## src/rtl/score_bcd_converter_pkg.sv

```systemverilog
// Shared types and helpers for the score-to-BCD converter.
// Holds the FSM state type, the double-dabble digit correction and the
// constants used for overflow saturation.
package score_bcd_pkg;

    // Widest digit count the helper functions can describe.
    localparam int MAX_DIGITS = 16;
    localparam int NIBBLES_W  = 4 * MAX_DIGITS;

    typedef enum logic [1:0] {
        IDLE,
        SHIFT,
        DONE
    } state_t;

    // Double-dabble correction: a digit of 5 or more gets +3 before the shift
    function automatic logic [3:0] add3_fix(input logic [3:0] digit);
        return (digit >= 4'd5) ? (digit + 4'd3) : digit;
    endfunction

    // Packed BCD pattern of all 9s for the given digit count (the saturation value)
    function automatic logic [NIBBLES_W-1:0] bcd_all_nines(input int digits);
        logic [NIBBLES_W-1:0] pattern;
        pattern = '0;
        for (int i = 0; i < MAX_DIGITS; i++) begin
            if (i < digits) begin
                pattern[4*i +: 4] = 4'd9;
            end
        end
        return pattern;
    endfunction

    // Largest decimal value representable with the given digit count (10^digits - 1)
    function automatic logic [63:0] dec_max(input int digits);
        logic [63:0] value;
        value = '0;
        for (int i = 0; i < MAX_DIGITS; i++) begin
            if (i < digits) begin
                value = (value * 64'd10) + 64'd9;
            end
        end
        return value;
    endfunction

endpackage

```

## src/rtl/score_bcd_converter_edge_sync.sv

```systemverilog
// Two-flop synchroniser plus rising-edge detector for a slow asynchronous
// strobe such as VGA vertical sync. rise_o is a one-cycle pulse that appears
// combinationally from the third flop, so the consumer samples it on the third
// clock edge after the pin edge.
module edge_sync (
    input  logic Clk,
    input  logic Reset_n,
    input  logic sig_i,
    output logic rise_o
);

    logic meta_q;
    logic stable_q;
    logic delayed_q;

    // Shift the asynchronous input through the synchroniser and the edge-detect flop
    always_ff @(posedge Clk or negedge Reset_n) begin
        if (!Reset_n) begin
            meta_q    <= 1'b0;
            stable_q  <= 1'b0;
            delayed_q <= 1'b0;
        end else begin
            meta_q    <= sig_i;
            stable_q  <= meta_q;
            delayed_q <= stable_q;
        end
    end

    assign rise_o = stable_q & ~delayed_q;

endmodule

```

## src/rtl/score_bcd_converter.sv

```systemverilog
// Sequential double-dabble converter from the binary game score to packed BCD
// for the seven-segment HexDrivers. A conversion starts on a synchronised
// frame_clk rising edge or on an update pulse; results land in bcd/ovf/blank
// together in the DONE cycle so the display never shows a partial value.
// Optional feature: define SCORE_BCD_BLANK_EN to generate the leading-zero
// blank mask; without it blank is tied to zero.
module score_bcd_converter
    import score_bcd_pkg::*;
#(
    parameter int WIDTH  = 10,
    parameter int DIGITS = 4
) (
    input  logic                  Clk,
    input  logic                  Reset_n,
    input  logic                  frame_clk,
    input  logic                  update,
    input  logic [WIDTH-1:0]      score,
    output logic [4*DIGITS-1:0]   bcd,
    output logic                  valid,
    output logic                  busy,
    output logic                  ovf,
    output logic [DIGITS-1:0]     blank
);

    localparam int SW = 4 * DIGITS;
    localparam int CW = (WIDTH > 1) ? $clog2(WIDTH) : 1;
    localparam int XW = (WIDTH > 64) ? WIDTH : 64;

    localparam logic [NIBBLES_W-1:0] ALL_NINES = bcd_all_nines(DIGITS);
    localparam logic [SW-1:0]        BCD_MAX   = ALL_NINES[SW-1:0];
    localparam logic [63:0]          DEC_MAX   = dec_max(DIGITS);

    state_t            state_q;
    logic [WIDTH-1:0]  shift_q;
    logic [SW-1:0]     scratch_q;
    logic [CW-1:0]     cnt_q;
    logic              pending_q;
    logic              sat_q;
    logic [SW-1:0]     bcd_q;
    logic              valid_q;
    logic              busy_q;
    logic              ovf_q;

    logic              frameReq;
    logic              start;
    logic              overflow_d;
    logic [SW-1:0]     fixed;
    logic [SW-1:0]     scratch_d;
    logic [WIDTH-1:0]  shift_d;
    logic [SW-1:0]     result_d;

    edge_sync u_frame_sync (
        .Clk     (Clk),
        .Reset_n (Reset_n),
        .sig_i   (frame_clk),
        .rise_o  (frameReq)
    );

    assign start = frameReq | update;

    // Out-of-range check on the live score, captured alongside it at each start
    assign overflow_d = (XW'(score) > XW'(DEC_MAX));

    // One double-dabble step: correct every digit, then shift scratch and binary together;
    // the carry out of the top digit is dropped because saturation covers that case
    always_comb begin
        fixed = '0;
        for (int i = 0; i < DIGITS; i++) begin
            fixed[4*i +: 4] = add3_fix(scratch_q[4*i +: 4]);
        end
        {scratch_d, shift_d} = {fixed, shift_q} << 1;
        result_d = sat_q ? BCD_MAX : scratch_q;
    end

    // Conversion FSM; all outputs are registered and only change in DONE (busy on start/finish)
    always_ff @(posedge Clk or negedge Reset_n) begin
        if (!Reset_n) begin
            state_q   <= IDLE;
            shift_q   <= '0;
            scratch_q <= '0;
            cnt_q     <= '0;
            pending_q <= 1'b0;
            sat_q     <= 1'b0;
            bcd_q     <= '0;
            valid_q   <= 1'b0;
            busy_q    <= 1'b0;
            ovf_q     <= 1'b0;
        end else begin
            unique case (state_q)
                IDLE: begin
                    if (start) begin
                        shift_q   <= score;
                        scratch_q <= '0;
                        cnt_q     <= CW'(WIDTH - 1);
                        sat_q     <= overflow_d;
                        busy_q    <= 1'b1;
                        state_q   <= SHIFT;
                    end
                end
                SHIFT: begin
                    scratch_q <= scratch_d;
                    shift_q   <= shift_d;
                    cnt_q     <= cnt_q - 1'b1;
                    if (start) begin
                        pending_q <= 1'b1;
                    end
                    if (cnt_q == '0) begin
                        state_q <= DONE;
                    end
                end
                DONE: begin
                    bcd_q   <= result_d;
                    ovf_q   <= sat_q;
                    valid_q <= 1'b1;
                    if (pending_q || start) begin
                        pending_q <= 1'b0;
                        shift_q   <= score;
                        scratch_q <= '0;
                        cnt_q     <= CW'(WIDTH - 1);
                        sat_q     <= overflow_d;
                        busy_q    <= 1'b1;
                        state_q   <= SHIFT;
                    end else begin
                        busy_q  <= 1'b0;
                        state_q <= IDLE;
                    end
                end
                default: begin
                    state_q <= IDLE;
                    busy_q  <= 1'b0;
                end
            endcase
        end
    end

`ifdef SCORE_BCD_BLANK_EN
    logic [DIGITS-1:0] blank_d;
    logic [DIGITS-1:0] blank_q;
    logic              leadZero;

    // Blank each non-ones digit that is zero with only zeros above it
    always_comb begin
        blank_d  = '0;
        leadZero = 1'b1;
        for (int i = DIGITS - 1; i > 0; i--) begin
            leadZero   = leadZero & (result_d[4*i +: 4] == 4'd0);
            blank_d[i] = leadZero;
        end
    end

    // Capture the blank mask together with the digits in DONE
    always_ff @(posedge Clk or negedge Reset_n) begin
        if (!Reset_n) begin
            blank_q <= '0;
        end else if (state_q == DONE) begin
            blank_q <= blank_d;
        end
    end

    assign blank = blank_q;
`else
    assign blank = '0;
`endif

    assign bcd   = bcd_q;
    assign valid = valid_q;
    assign busy  = busy_q;
    assign ovf   = ovf_q;

endmodule
```

## config.mk

```make
export PLATFORM = sky130hd
export DESIGN_NAME = score_bcd_converter
export DESIGN_NICKNAME = d
export VERILOG_FILES = /design/src/rtl/score_bcd_converter_pkg.sv /design/src/rtl/score_bcd_converter_edge_sync.sv /design/src/rtl/score_bcd_converter.sv
export SDC_FILE = /design/constraint.sdc
export NUM_CORES = 1
export LEC_CHECK = 0
export ABC_AREA = 1
export CAP_MARGIN = 20
export CORE_UTILIZATION = 50
export CTS_CLUSTER_DIAMETER = 120
export DETAILED_ROUTE_END_ITERATION = 10
export HOLD_SLACK_MARGIN = 0.08
export MAX_ROUTING_LAYER = met4
export PLACE_DENSITY = 0.82
export SLEW_MARGIN = 20
export SYNTH_ARGS = -nofsm -noshare
export SYNTH_HDL_FRONTEND = slang
export SYNTH_HIERARCHICAL = 1
export SYNTH_SLANG_ARGS = --single-unit
```

## constraint.sdc

```tcl
create_clock -name Clk -period 3.6 [get_ports Clk]
set_clock_uncertainty 0.15 [all_clocks]
set_input_delay 0.72 -clock Clk [delete_from_list [all_inputs] [get_ports Clk]]
set_output_delay 0.72 -clock Clk [all_outputs]
set_load 0.02 [all_outputs]
```

==> results.py <==
metrics = {
    "run_status": {
        "outcome": "complete, no violations",
    },
    "timing": {
        "maxSlewHeadroom": 0.505,
        "worst_margin_slew_ns": 0.742,
        "rsz0062_at_grt": "false",
        "finalMaxSlewViolations": 0,
        "report.final.hold_viol_count": 0,
        "final_min_period_over_clock_period": 0.598,
        "post-route-min-period_ns": 2.15,
        "timing.setup.tns_ns": 0,
        "fmax_ghz": 0.465,
        "setup-violations-final": 0,
    },
    "grt": {
        "grt-ovfl-total": 0,
        "number_of_antenna_violations_at_the_first_check_in_global_routing": 0,
        "grt_pass1_wl_um": 8080,
        "grtUsageTotal": 0.201,
        "via_count_of_the_first_global_routing_pass": 1908,
        "grt_start_max_net_pins": 35,
    },
    "placement": {
        "port_buffers": 31,
        "place.detailed.instances": 380,
        "final_weighted_congestion_of_routability_driven_global_placement": 0.802,
        "dp.final_hpwl_um": 3190,
        "dpl_cell_area_um2": 2890,
    },
    "detailed_routing": {
        "viasPerCell": 5.04,
        "route.final.wire_length_um": 4580,
        "drtAntennaViolNets": 0,
        "met3_length_um": 169,
        "route.met2.wl_um": 2200,
        "route.top_layer_used": "met4",
        "detailroute.via_count": 1952,
        "drtIter0Drc": 168,
        "met1Wirelength_um": 2160,
        "first_pass_iters": 4,
        "wire_per_inst_um": 11.8,
        "remaining_drc_errors": 0,
    },
    "finish": {
        "final_nets": 344,
        "final_area_um2": 2970,
        "final_layout_size_suffix_gt1_frac": 0.0781,
        "instances_no_fill": 387,
        "final_core_utilization": 0.612,
        "mostFrequentLayoutCells": "sky130_fd_sc_hd__nand2_1 (89), sky130_fd_sc_hd__dfrtp_1 (54), sky130_fd_sc_hd__clkdlybuf4s50_1 (30), sky130_fd_sc_hd__inv_1 (26), sky130_fd_sc_hd__o21ai_0 (25)",
        "final_common_cell": "sky130_fd_sc_hd__nand2_1",
        "diodes": 0,
        "syn2layout_area_growth_pct": 14.9,
    },
    "die": {
        "fp.dieArea_um2": 5450,
        "core_region_area_um2": 4850,
        "boundaryPins": 37,
        "std_cell_rows": 25,
        "die_height_um": 73.9,
        "fp.dieW_um": 73.9,
        "floorplan.initialDensity": 0.532,
    },
    "flow_run": {
        "max_cap_violations": 0,
    },
    "synth": {
        "ys_warn_count": 6,
        "syn_inst": 289,
        "avgSynthCellArea_um2": 8.93,
        "synthDominantCellAreaShare": 0.524,
        "netlist-cell-type-count": 27,
        "yosys-top-cells-area": "sky130_fd_sc_hd__dfrtp_1 (52%), sky130_fd_sc_hd__nand2_1 (13%), sky130_fd_sc_hd__ha_1 (4.8%)",
        "synthesis.area_um2": 2580,
        "synth.ff_latch_count": 54,
        "synth.yosys.seq_area_share": 0.524,
        "synthDominantAreaCellType": "sky130_fd_sc_hd__dfrtp_1",
    },
    "clock_tree": {
        "clk_path_buf_depth": 2,
        "h-tree-depth": 2,
        "post_cts.resized_instances": 0,
        "cts_tree": "built",
        "tritoncts.num_buffers": 5,
        "later_pin_clock_latency_in_the_skew_report_ns": 0.30,
        "clk_root_buffer_cell": "sky130_fd_sc_hd__clkbuf_8",
        "clock_sink_count": 54,
        "cts.clk_slew.worst_paths_ns": 0.09,
        "cts-hold-fix-buffers": 0,
        "postCtsSetupBuffers": 0,
    },
    "pwr": {
        "max_ir_drop_vdd_mv": 0.350,
        "pwr_density_cell_nw_per_um2": 849,
        "power.leakage_nw": 1.47,
    },
    "worst_setup_path": {
        "crit_path_max_incr_delay_ns": 0.61,
        "setup.reg_to_reg.worst_slack_ns": 1.99,
        "worst_ep_required_time_ns": 2.73,
        "critical_path.reg2reg.endpoint": "cnt_q[2]",
        "cp_slowest_cell": "sky130_fd_sc_hd__clkdlybuf4s50_1",
        "worstPathCellList": "clkdlybuf4s50_1",
        "capturing_element_type_of_the_critical_path": "primary output",
        "worst_r2r_path_depth": 5,
        "cp_max_fo": 2,
        "largest_delay_contributor_family_on_the_critical_path": "buffers and inverters",
        "worst-path-buf-inv": 1,
        "worstSetupStartpointType": "flip-flop",
        "worst_r2r_startpoint": "state_q[0]",
        "crit_type": "flip-flop to primary output",
        "cp.arrival_ns": 1.28,
    },
    "min_path": {
        "min_delay_path_depth": 0,
        "hold_class": "flip-flop to flip-flop",
        "min_from": "u_frame_sync/meta_q",
        "hold_end": "u_frame_sync/stable_q",
    },
}
-- power breakdown --
part | switching, mW | internal [mW]
sequential | 0.149 | 0.850
clock | 0.183 | 0.135
combinational | 0.730 | 0.471
total | 1.06 | 1.46
-- worst max path at each step --
| stage | from | endpoint | cells past startpoint |
|---|---|---|---|
| finish | bcd[1] | bcd[1] | 1 |
| CTS | bcd[10] | bcd[10] | 1 |
| global route | bcd[1] | bcd[1] | 1 |
| floorplan | update | shift_q[4] | 6 |
| detailed placement | update | shift_q[5] | 7 |
| global placement | update | shift_q[5] | 7 |
-- flip-flops by register name, summed over array words and instances (netlist names) --
register,cells
valid,1
u_frame_sync/delayed_q,1
u_frame_sync/stable_q,1
state_q,2
cnt_q,4
bcd,16
busy,1
scratch_q,16
shift_q,10
pending_q,1
u_frame_sync/meta_q,1
-- routing by layer --
metal	global-route usage	vias to the layer above
met2	0.323	43
li1	-	978
met3	0.0425	4
met5	-	-
met4	0.0662	0
met1	0.254	927
-- stage by stage --
stage / worst slack, ns / hold slack [ns] / power, mW
2_1_floorplan: 1.94 / 0.181 / 1.89
3_3_place_gp: 1.46 / 0.183 / 2.16
3_5_place_dp: 1.43 / 0.214 / 2.23
4_1_cts: 1.43 / 0.235 / 2.54
5_1_grt: 1.39 / 0.252 / 2.77
6_report: 1.45 / 0.226 / 2.52
-- synthesized netlist by cell type, drive strengths merged --
cell and number:
nand2 93, dfrtp 54, o21ai 37, inv 30, nand3 22, buf 12
ha 10, a21boi 8, nand4 8, nor2 7, a21oi 3, bufinv 1
conb 1, nor3 1, o22ai 1, or2 1
-- cell type report --
cell class | count | area (µm²)
tap | 67 | 83.8
multi-input combinational | 196 | 1010
fill | 438 | 1880
inverter | 31 | 133
clock buffer | 7 | 76.3
timing repair buffer | 32 | 313
sequential | 54 | 1350
-- logic make-up (layout without fill, tap and decap cells) --
group                    count (synthesis)  after routing  synth area share
AND/OR/NAND/NOR                        132            132             0.223
buffers and inverters                   43             70            0.0911
adder cells (fa/ha/maj)                 10             10            0.0485
flip-flops                              54             54             0.524
AO/OA/AOI/OAI                           49             49             0.112
other                                    1              5           0.00145
No activity file was read; power rests on OpenSTA's default activity.
